[src/rtl/lc3_mem_pkg.sv]
// rtl/lc3_mem_pkg.sv - shared types and width defaults for the LC-3 memory arbiter
package lc3_mem_pkg;

    localparam int ADDR_W_DEF = 16;
    localparam int DATA_W_DEF = 16;

    typedef enum logic [1:0] {
        IDLE   = 2'd0,
        ACCESS = 2'd1,
        RESP   = 2'd2
    } state_e;

    // 0 = CPU, 1 = bench/loader
    typedef logic port_id_t;

endpackage

[src/rtl/lc3_rr_pick.sv]
// rtl/lc3_rr_pick.sv - two-way round-robin winner select (combinational)
module lc3_rr_pick
    import lc3_mem_pkg::*;
(
    input  logic [1:0] req,
    input  port_id_t   last_grant,
    output port_id_t   grant,
    output logic       valid
);

    always_comb begin
        valid = |req;
        // On a tie the port not granted last wins; otherwise the lone requester wins.
        if (req == 2'b11) begin
            grant = ~last_grant;
        end else begin
            grant = req[1];
        end
    end

endmodule

[src/rtl/lc3_mem_arbiter.sv]
// rtl/lc3_mem_arbiter.sv - arbitrates CPU and loader access to LC-3 memory
module lc3_mem_arbiter
    import lc3_mem_pkg::*;
#(
    parameter int ADDR_W = ADDR_W_DEF,
    parameter int DATA_W = DATA_W_DEF
) (
    input  logic              clk,
    input  logic              reset,
    input  logic              req0,
    input  logic              req1,
    input  logic [ADDR_W-1:0] addr0,
    input  logic [ADDR_W-1:0] addr1,
    input  logic [DATA_W-1:0] wdata0,
    input  logic [DATA_W-1:0] wdata1,
    input  logic              we0,
    input  logic              we1,
    output logic              ack0,
    output logic              ack1,
    output logic [DATA_W-1:0] rdata0,
    output logic [DATA_W-1:0] rdata1,
    output logic [ADDR_W-1:0] mem_mar,
    output logic [DATA_W-1:0] mem_mdr,
    output logic              mem_we,
    input  logic [DATA_W-1:0] mem_out,
    output logic              busy
);

    state_e            state_q, state_d;
    port_id_t          last_grant_q, last_grant_d;
    port_id_t          port_q, port_d;
    logic              we_q, we_d;
    logic [ADDR_W-1:0] mar_q, mar_d;
    logic [DATA_W-1:0] mdr_q, mdr_d;
    logic [DATA_W-1:0] rdata0_q, rdata0_d;
    logic [DATA_W-1:0] rdata1_q, rdata1_d;

    port_id_t pick_grant;
    logic     pick_valid;

    lc3_rr_pick u_pick (
        .req        ({req1, req0}),
        .last_grant (last_grant_q),
        .grant      (pick_grant),
        .valid      (pick_valid)
    );

    always_comb begin
        state_d      = state_q;
        last_grant_d = last_grant_q;
        port_d       = port_q;
        we_d         = we_q;
        mar_d        = mar_q;
        mdr_d        = mdr_q;
        rdata0_d     = rdata0_q;
        rdata1_d     = rdata1_q;
        case (state_q)
            IDLE: begin
                // MAR/MDR only change on the IDLE->ACCESS edge, so memory sees a stable address.
                if (pick_valid) begin
                    state_d      = ACCESS;
                    port_d       = pick_grant;
                    last_grant_d = pick_grant;
                    we_d         = pick_grant ? we1    : we0;
                    mar_d        = pick_grant ? addr1  : addr0;
                    mdr_d        = pick_grant ? wdata1 : wdata0;
                end
            end
            ACCESS: state_d = RESP;
            RESP: begin
                state_d = IDLE;
                if (!we_q) begin
                    if (port_q) rdata1_d = mem_out;
                    else        rdata0_d = mem_out;
                end
            end
            default: state_d = IDLE;
        endcase
    end

    always_ff @(posedge clk or negedge reset) begin
        if (!reset) begin
            state_q      <= IDLE;
            last_grant_q <= 1'b1;
            port_q       <= 1'b0;
            we_q         <= 1'b0;
            mar_q        <= '0;
            mdr_q        <= '0;
            rdata0_q     <= '0;
            rdata1_q     <= '0;
        end else begin
            state_q      <= state_d;
            last_grant_q <= last_grant_d;
            port_q       <= port_d;
            we_q         <= we_d;
            mar_q        <= mar_d;
            mdr_q        <= mdr_d;
            rdata0_q     <= rdata0_d;
            rdata1_q     <= rdata1_d;
        end
    end

    // Decoded from state so an asynchronous reset drops write enable and acks at once.
    assign busy    = (state_q != IDLE);
    assign mem_we  = (state_q == ACCESS) && we_q;
    assign ack0    = (state_q == RESP) && (port_q == 1'b0);
    assign ack1    = (state_q == RESP) && (port_q == 1'b1);
    assign mem_mar = mar_q;
    assign mem_mdr = mdr_q;
    // Read data is forwarded during the ack cycle and held in the register afterwards.
    assign rdata0  = (ack0 && !we_q) ? mem_out : rdata0_q;
    assign rdata1  = (ack1 && !we_q) ? mem_out : rdata1_q;

endmodule

[config.mk]
export PLATFORM = sky130hd
export DESIGN_NAME = lc3_mem_arbiter
export DESIGN_NICKNAME = d
export VERILOG_FILES = /design/src/rtl/lc3_mem_pkg.sv /design/src/rtl/lc3_rr_pick.sv /design/src/rtl/lc3_mem_arbiter.sv
export SDC_FILE = /design/constraint.sdc
export NUM_CORES = 1
export LEC_CHECK = 0
export ABC_AREA = 1
export CAP_MARGIN = 0
export CORE_ASPECT_RATIO = 1.4
export CORE_UTILIZATION = 46
export CTS_CLUSTER_DIAMETER = 120
export DETAILED_ROUTE_END_ITERATION = 7
export PLACE_DENSITY = 0.87
export REMOVE_ABC_BUFFERS = 1
export SLEW_MARGIN = 10
export SYNTH_ARGS = -nofsm -noshare
export SYNTH_HDL_FRONTEND = slang
export SYNTH_SLANG_ARGS = --single-unit
export TNS_END_PERCENT = 20
[constraint.sdc]
create_clock -name clk -period 2 [get_ports clk]
set_clock_uncertainty 0.1 [all_clocks]
set_input_delay 0.3 -clock clk [delete_from_list [all_inputs] [get_ports clk]]
set_output_delay 0.3 -clock clk [all_outputs]
set_load 0.02 [all_outputs]
==> results of run 1 <==
cells in the final DEF, fill, tap and decap left out, types with 2 or more instances in the layout:
master,count
clkbuf_2,3
buf_2,33
inv_2,3
nor2_1,3
clkbuf_8,11
bufinv_16,2
clkdlybuf4s50_1,116
nor2_8,2
buf_12,6
clkinv_2,2
nand3_1,82
buf_4,19
nand4_1,17
nand2_1,199
inv_1,67
dfrtp_1,67
worst max-delay path by stage:
stage                     cells past startpoint          from         end  slack, ns
final                                         6    state_q[0]   rdata0[8]       0.05
after global routing                          6    state_q[0]   rdata0[8]      -0.02
after CTS                                     7    state_q[1]  rdata0[14]      -0.06
after detailed placement                      4    mem_out[6]   rdata0[6]      -0.02
after global placement                        4   mem_out[15]  rdata0[15]     -0.007
after floorplan                               5  last_grant_q  mem_mar[0]      -0.12
state kept, by name, summed over array words and instances (netlist names):
| name | flops |
|---|---|
| state_q | 2 |
| rdata0_q | 16 |
| port_q | 1 |
| rdata1_q | 16 |
| last_grant_q | 1 |
| mem_mar | 16 |
| we_q | 1 |
| mem_mdr | 16 |
worst max-delay path, delay by kind of cell (launching register included):
kind | cells | cell delay (ns)
and+or+nand+nor | 4 | 0.43
buffers and inverters | 2 | 0.32
DFF | 1 | 0.45
cell usage after synthesis, types with 2 or more instances:
library cell	instances	area share [%]
nand2_1	199	21
nand3_1	82	12
dfrtp_1	68	48
inv_1	68	7.2
nand4_1	17	3.0
buf_2	11	1.6
clkbuf_1	6	0.64
buf_6	5	1.6
buf_4	3	0.64
nor2_1	3	0.32
inv_2	2	0.21
nor2_2	2	0.36
nor2_8	2	1.1
cell families after synthesis:
logic type | after synthesis | share of synthesized area, %
buffers and inverters | 97 | 12.2
AO/OA/AOI/OAI | 1 | 0.142
flip-flops | 69 | 49.1
AND/OR/NAND/NOR | 309 | 38.6
repair_timing:
action | in CTS | in global routing
hold endpoints to repair | 21 | 0
setup endpoints to repair | 36 | 34
buffers inserted | 1 | 1
hold buffers | 1 | 0
resized for setup | 120 | 23
pin swaps | 1 | 1
routing by layer:
metal	vias up	wire, um
li1	1801	-
met1	1675	3750
met2	194	4960
met3	20	883
met4	0	189
met5	-	0
stage by stage:
step | std cells | TNS, ns | worst slack (ns) | util [%]
finish | 744 | 0 | 0.0478 | 72.7
global route | 744 | -0.0992 | -0.0247 | 72.7
CTS | 743 | -0.0636 | -0.0636 | 74.3
detailed placement | 725 | -0.0770 | -0.0190 | 71.6
global placement | 725 | -0.00876 | -0.00668 | 71.6
floorplan | 451 | -4.10 | -0.124 | -
layout make-up:
| class | count | share of cell area, % |
|---|---|---|
| Sequential cell | 69 | 32.3 |
| Clock buffer | 12 | 2.90 |
| Inverter | 72 | 5.10 |
| Tap cell | 97 | 2.27 |
| Timing Repair Buffer | 180 | 30.5 |
| Clock inverter | 4 | 1.31 |
| Multi-Input combinational cell | 310 | 25.6 |
power by group:
| group | internal (mW) | switching [mW] |
|---|---|---|
| sequential | 2.10 | 0.322 |
| combinational | 1.78 | 2.79 |
| clock | 0.766 | 0.496 |
| total | 4.65 | 3.60 |
==> out/qor.csv, run 1 <==
metric,value,unit
wl_per_cell,13.1,um
drive_gt1_share,13.9,%
path_max_fanout,16,
maxSlewViolCount,0,
reg2reg_depth,7,
hold_end,rdata0_q[12],
viasPerCell,4.96,
fmax,512,MHz
cts.sink_count,69,
rsz0062_at_grt,yes,
grtUsageTotal,26.0,%
n_antenna_cell,0,
syn_avg_cell_area,7.40,um2
r2r-end,mem_mar[14],
r2r-start,state_q[0],
min_from,rdata0_q[12],
io_buffer_count,153,
start_kind,flop,
n_fill_cell,561,
yosysWarnings,0,
post-route-period-util,97.6,%
cts-root-buf,clkbuf_8,
htree_levels,3,
synth_cell_types,21,
finalHoldViolCount,0,
synth-edff-count,0,
post-dp-hpwl,7.19,mm
grt.overflow.total,0,
seq_area,1730,um2
cp_cell_sequence,nor2_8 > nand3_2 > buf_12 > nand2_1 > nand2_1 > buf_2,
synthCells,476,
worstMarginPinSlew,0.570,ns
worst-r2r-setup-slack,0.32,ns
total_power,8.26,mW
clk_transition_reported_paths,0.07,ns
setup_viol_count_final,0,
period_needed,1.95,ns
final_area,5350,um2
fin_nets,728,
antenna_found_initial,0,
ys_seq_area_share,49.1,%
placed_cell_area,5270,um2
min_path_type,flop to flop,
area_delta_synth_final,52.0,%
grt_max_degree,35,
globalplace.congestion,0.826,
grt.met1_usage,30.6,%
wl,9.78,mm
netlist_area,3520,um2
clk_latency,0.34,ns
multiInputGateArea,1370,um2
cp-end-kind,output pin,
via_count,3690,
power_density,1540,nW/um2
cts_tree,built,
grt_pass1_vias,3616,
p_leak,2.99,nW
cts_buffer_depth,2,
drt_iter0_markers,128,
use_met3,7.01,%
required,1.60,ns
route.detailed.drc,0,
slew_headroom,62.0,%
dieArea,8020,um2
synth-seq-cells,69,
crit_top_cell,nand2_1,
grt_pass1_wl,16.5,mm
ant_nets,0,
critPathSlowestCell,dfrtp_2,
arrival,1.55,ns
top_usage_layer,met2,
numCtsBuffers,9,
hold_ws,0.366,ns
initial_core_util,47.8,%
drv_cap,0,
core_area,7360,um2
async_reset_ff_share,100,%
worstSetupPathType,flop to output pin,
status,finished clean,
synth-main-ff-cell,dfrtp_1,
io_pins,154,
rows,37,
firstDrtPassIters,5,
die_y,106,um
dieWidth,76.0,um
grt_use_met2,45.1,%
vdd_drop_max,0.754,mV
hold_depth,2,
max_stage_delay,0.45,ns
(Power assumes the default switching activity.)
==> run 2: changes to the inputs <==
--- a/config.mk
+++ b/config.mk
@@ -13,6 +13,7 @@
 export DETAILED_ROUTE_END_ITERATION = 7
 export PLACE_DENSITY = 0.87
 export REMOVE_ABC_BUFFERS = 1
+export SETUP_SLACK_MARGIN = 0.5
 export SLEW_MARGIN = 10
 export SYNTH_ARGS = -nofsm -noshare
 export SYNTH_HDL_FRONTEND = slang
==> out/qor.csv, run 2 (synthesized netlist as in run 1, its figures left out) <==
metric,value,unit,change
post-dp-hpwl,7.19,mm,unchanged
fmax,501,MHz,-2.2%
firstDrtPassIters,4,,-1
placed_cell_area,5270,um2,unchanged
crit_path_start,state_q[0],,
layout_commonest_cell,nand2_1,,
start_kind,flop,,
vdd_drop_max,0.793,mV,+5.1%
die_y,106,um,unchanged
multiInputGateArea,1500,um2,+9.7%
grt_max_degree,35,,unchanged
dieWidth,76.0,um,unchanged
setup_viol_count_final,0,,unchanged
finalHoldViolCount,0,,unchanged
n_antenna_cell,0,,unchanged
n_fill_cell,494,,-12%
place_ws,-0.0190,ns,unchanged
clk_latency,0.34,ns,about the same
cts-root-buf,clkbuf_8,,
maxSlewViolCount,0,,unchanged
clk_transition_reported_paths,0.07,ns,about the same
reg2reg_depth,8,,+1
core_area,7360,um2,unchanged
grt_pass1_vias,3604,,-0.33%
layout_common_cells,"nand2_1, clkdlybuf4s50_1, nand3_1",,
post-route-period-util,99.8,%,+2.2 points
drive_gt1_share,20.3,%,+6.4 points
worstMarginPinSlew,0.595,ns,+0.0244 ns
cp-end-kind,output pin,,
cts_tree,built,,
dieArea,8020,um2,unchanged
status,finished clean,,
htree_levels,3,,unchanged
drv_cap,0,,unchanged
antenna_found_initial,0,,unchanged
slew_headroom,60.3,%,-1.6 points
ant_nets,0,,unchanged
worstSetupPathType,flop to output pin,,
fin_nets,732,,+0.55%
io_buffer_count,153,,unchanged
viasPerCell,5.02,,+1.2%
wl_per_cell,14.4,um,+9.4%
grt.overflow.total,0,,unchanged
min_path_type,flop to flop,,
crit_path_end,rdata0[11],,
cts_buffer_depth,2,,unchanged
arrival,1.60,ns,+0.05 ns
p_leak,3.06,nW,+2.4%
period_needed,2.00,ns,+0.0440 ns
wl,10.7,mm,+9.9%
fin_util,76.8,%,+4.1 points
via_count,3754,,+1.7%
numCtsBuffers,9,,unchanged
r2r-end,mem_mar[14],,
worst-r2r-setup-slack,0.28,ns,-0.04 ns
fin_ws,0.00381,ns,-0.0440 ns
path_max_fanout,8,,-8
required,1.60,ns,about the same
r2r-start,state_q[1],,
grtUsageTotal,25.8,%,-0.21 points
grt_pass1_wl,16.4,mm,-0.75%
seq_area,1730,um2,about the same
route.detailed.drc,0,,unchanged
rsz0062_at_grt,yes,,
drt_iter0_markers,144,,+13%
rows,37,,unchanged
io_pins,154,,unchanged
power_density,1590,nW/um2,+3.3%
final_area,5650,um2,+5.6%
area_delta_synth_final,60.5,%,
initial_core_util,47.8,%,unchanged
setup_tns,0,ns,unchanged
globalplace.congestion,0.826,,unchanged
cts.sink_count,69,,unchanged
-- run 2: what timing repair did --
item	4_1_cts	5_1_grt
buffers inserted	2	3
endpoints found under the setup margin	103	103
gates cloned	0	1
resized for setup	148	87
pin swaps	2	5
hold buffers	1	0
hold endpoints to repair	21	0
-- run 2: per-stage QoR --
step	hold slack, ns	std cells	total power, mW
after detailed placement	0.221	725	7.35
after global routing	0.401	748	9.55
after floorplan	-0.0956	451	4.87
final	0.372	748	9.00
after CTS	0.371	744	8.31
after global placement	0.221	725	7.22
-- run 2: final cells by class --
class                           instances  share of cell area [%]
Sequential cell                        69                    30.6
Clock inverter                          4                    1.24
Clock buffer                           12                    2.74
Multi-Input combinational cell        310                    26.6
Tap cell                               97                    2.15
Timing Repair Buffer                  184                    31.9
Inverter                               72                    4.83
-- run 2: per-layer routing --
metal	wire (um)	up-vias	track usage [%]	part of all wire, %
li1	-	1808	-	-
met1	4030	1730	29.9	37
met2	5570	187	45.3	52
met3	852	29	7.27	7.9
met4	296	0	9.48	2.8
met5	0	-	0	0
-- run 2: worst min path at each step --
stage / end / slack [ns] / from / cells past startpoint
detailed placement: rdata0_q[13] / 0.22 / reset / 1
global placement: rdata0_q[13] / 0.22 / reset / 1
CTS: rdata0_q[12] / 0.37 / rdata0_q[12] / 2
finish: rdata1_q[15] / 0.37 / rdata1_q[15] / 2
global route: rdata1_q[13] / 0.40 / rdata1_q[13] / 2
floorplan: mem_mar[0] / -0.1 / reset / 0
-- run 2: report_power, final --
group,switching (mW),internal (mW)
Sequential,0.395,2.11
Combinational,3.02,2.21
Clock,0.503,0.767
Total,3.91,5.09
-- run 2: worst max-delay path, cell delays in order (launching register included) --
cell       delay, ns
dfrtp_2         0.45
nor2_8          0.19
nand3_4         0.13
clkbuf_16       0.20
nand2_2         0.08
nand2_2         0.07
buf_6           0.14
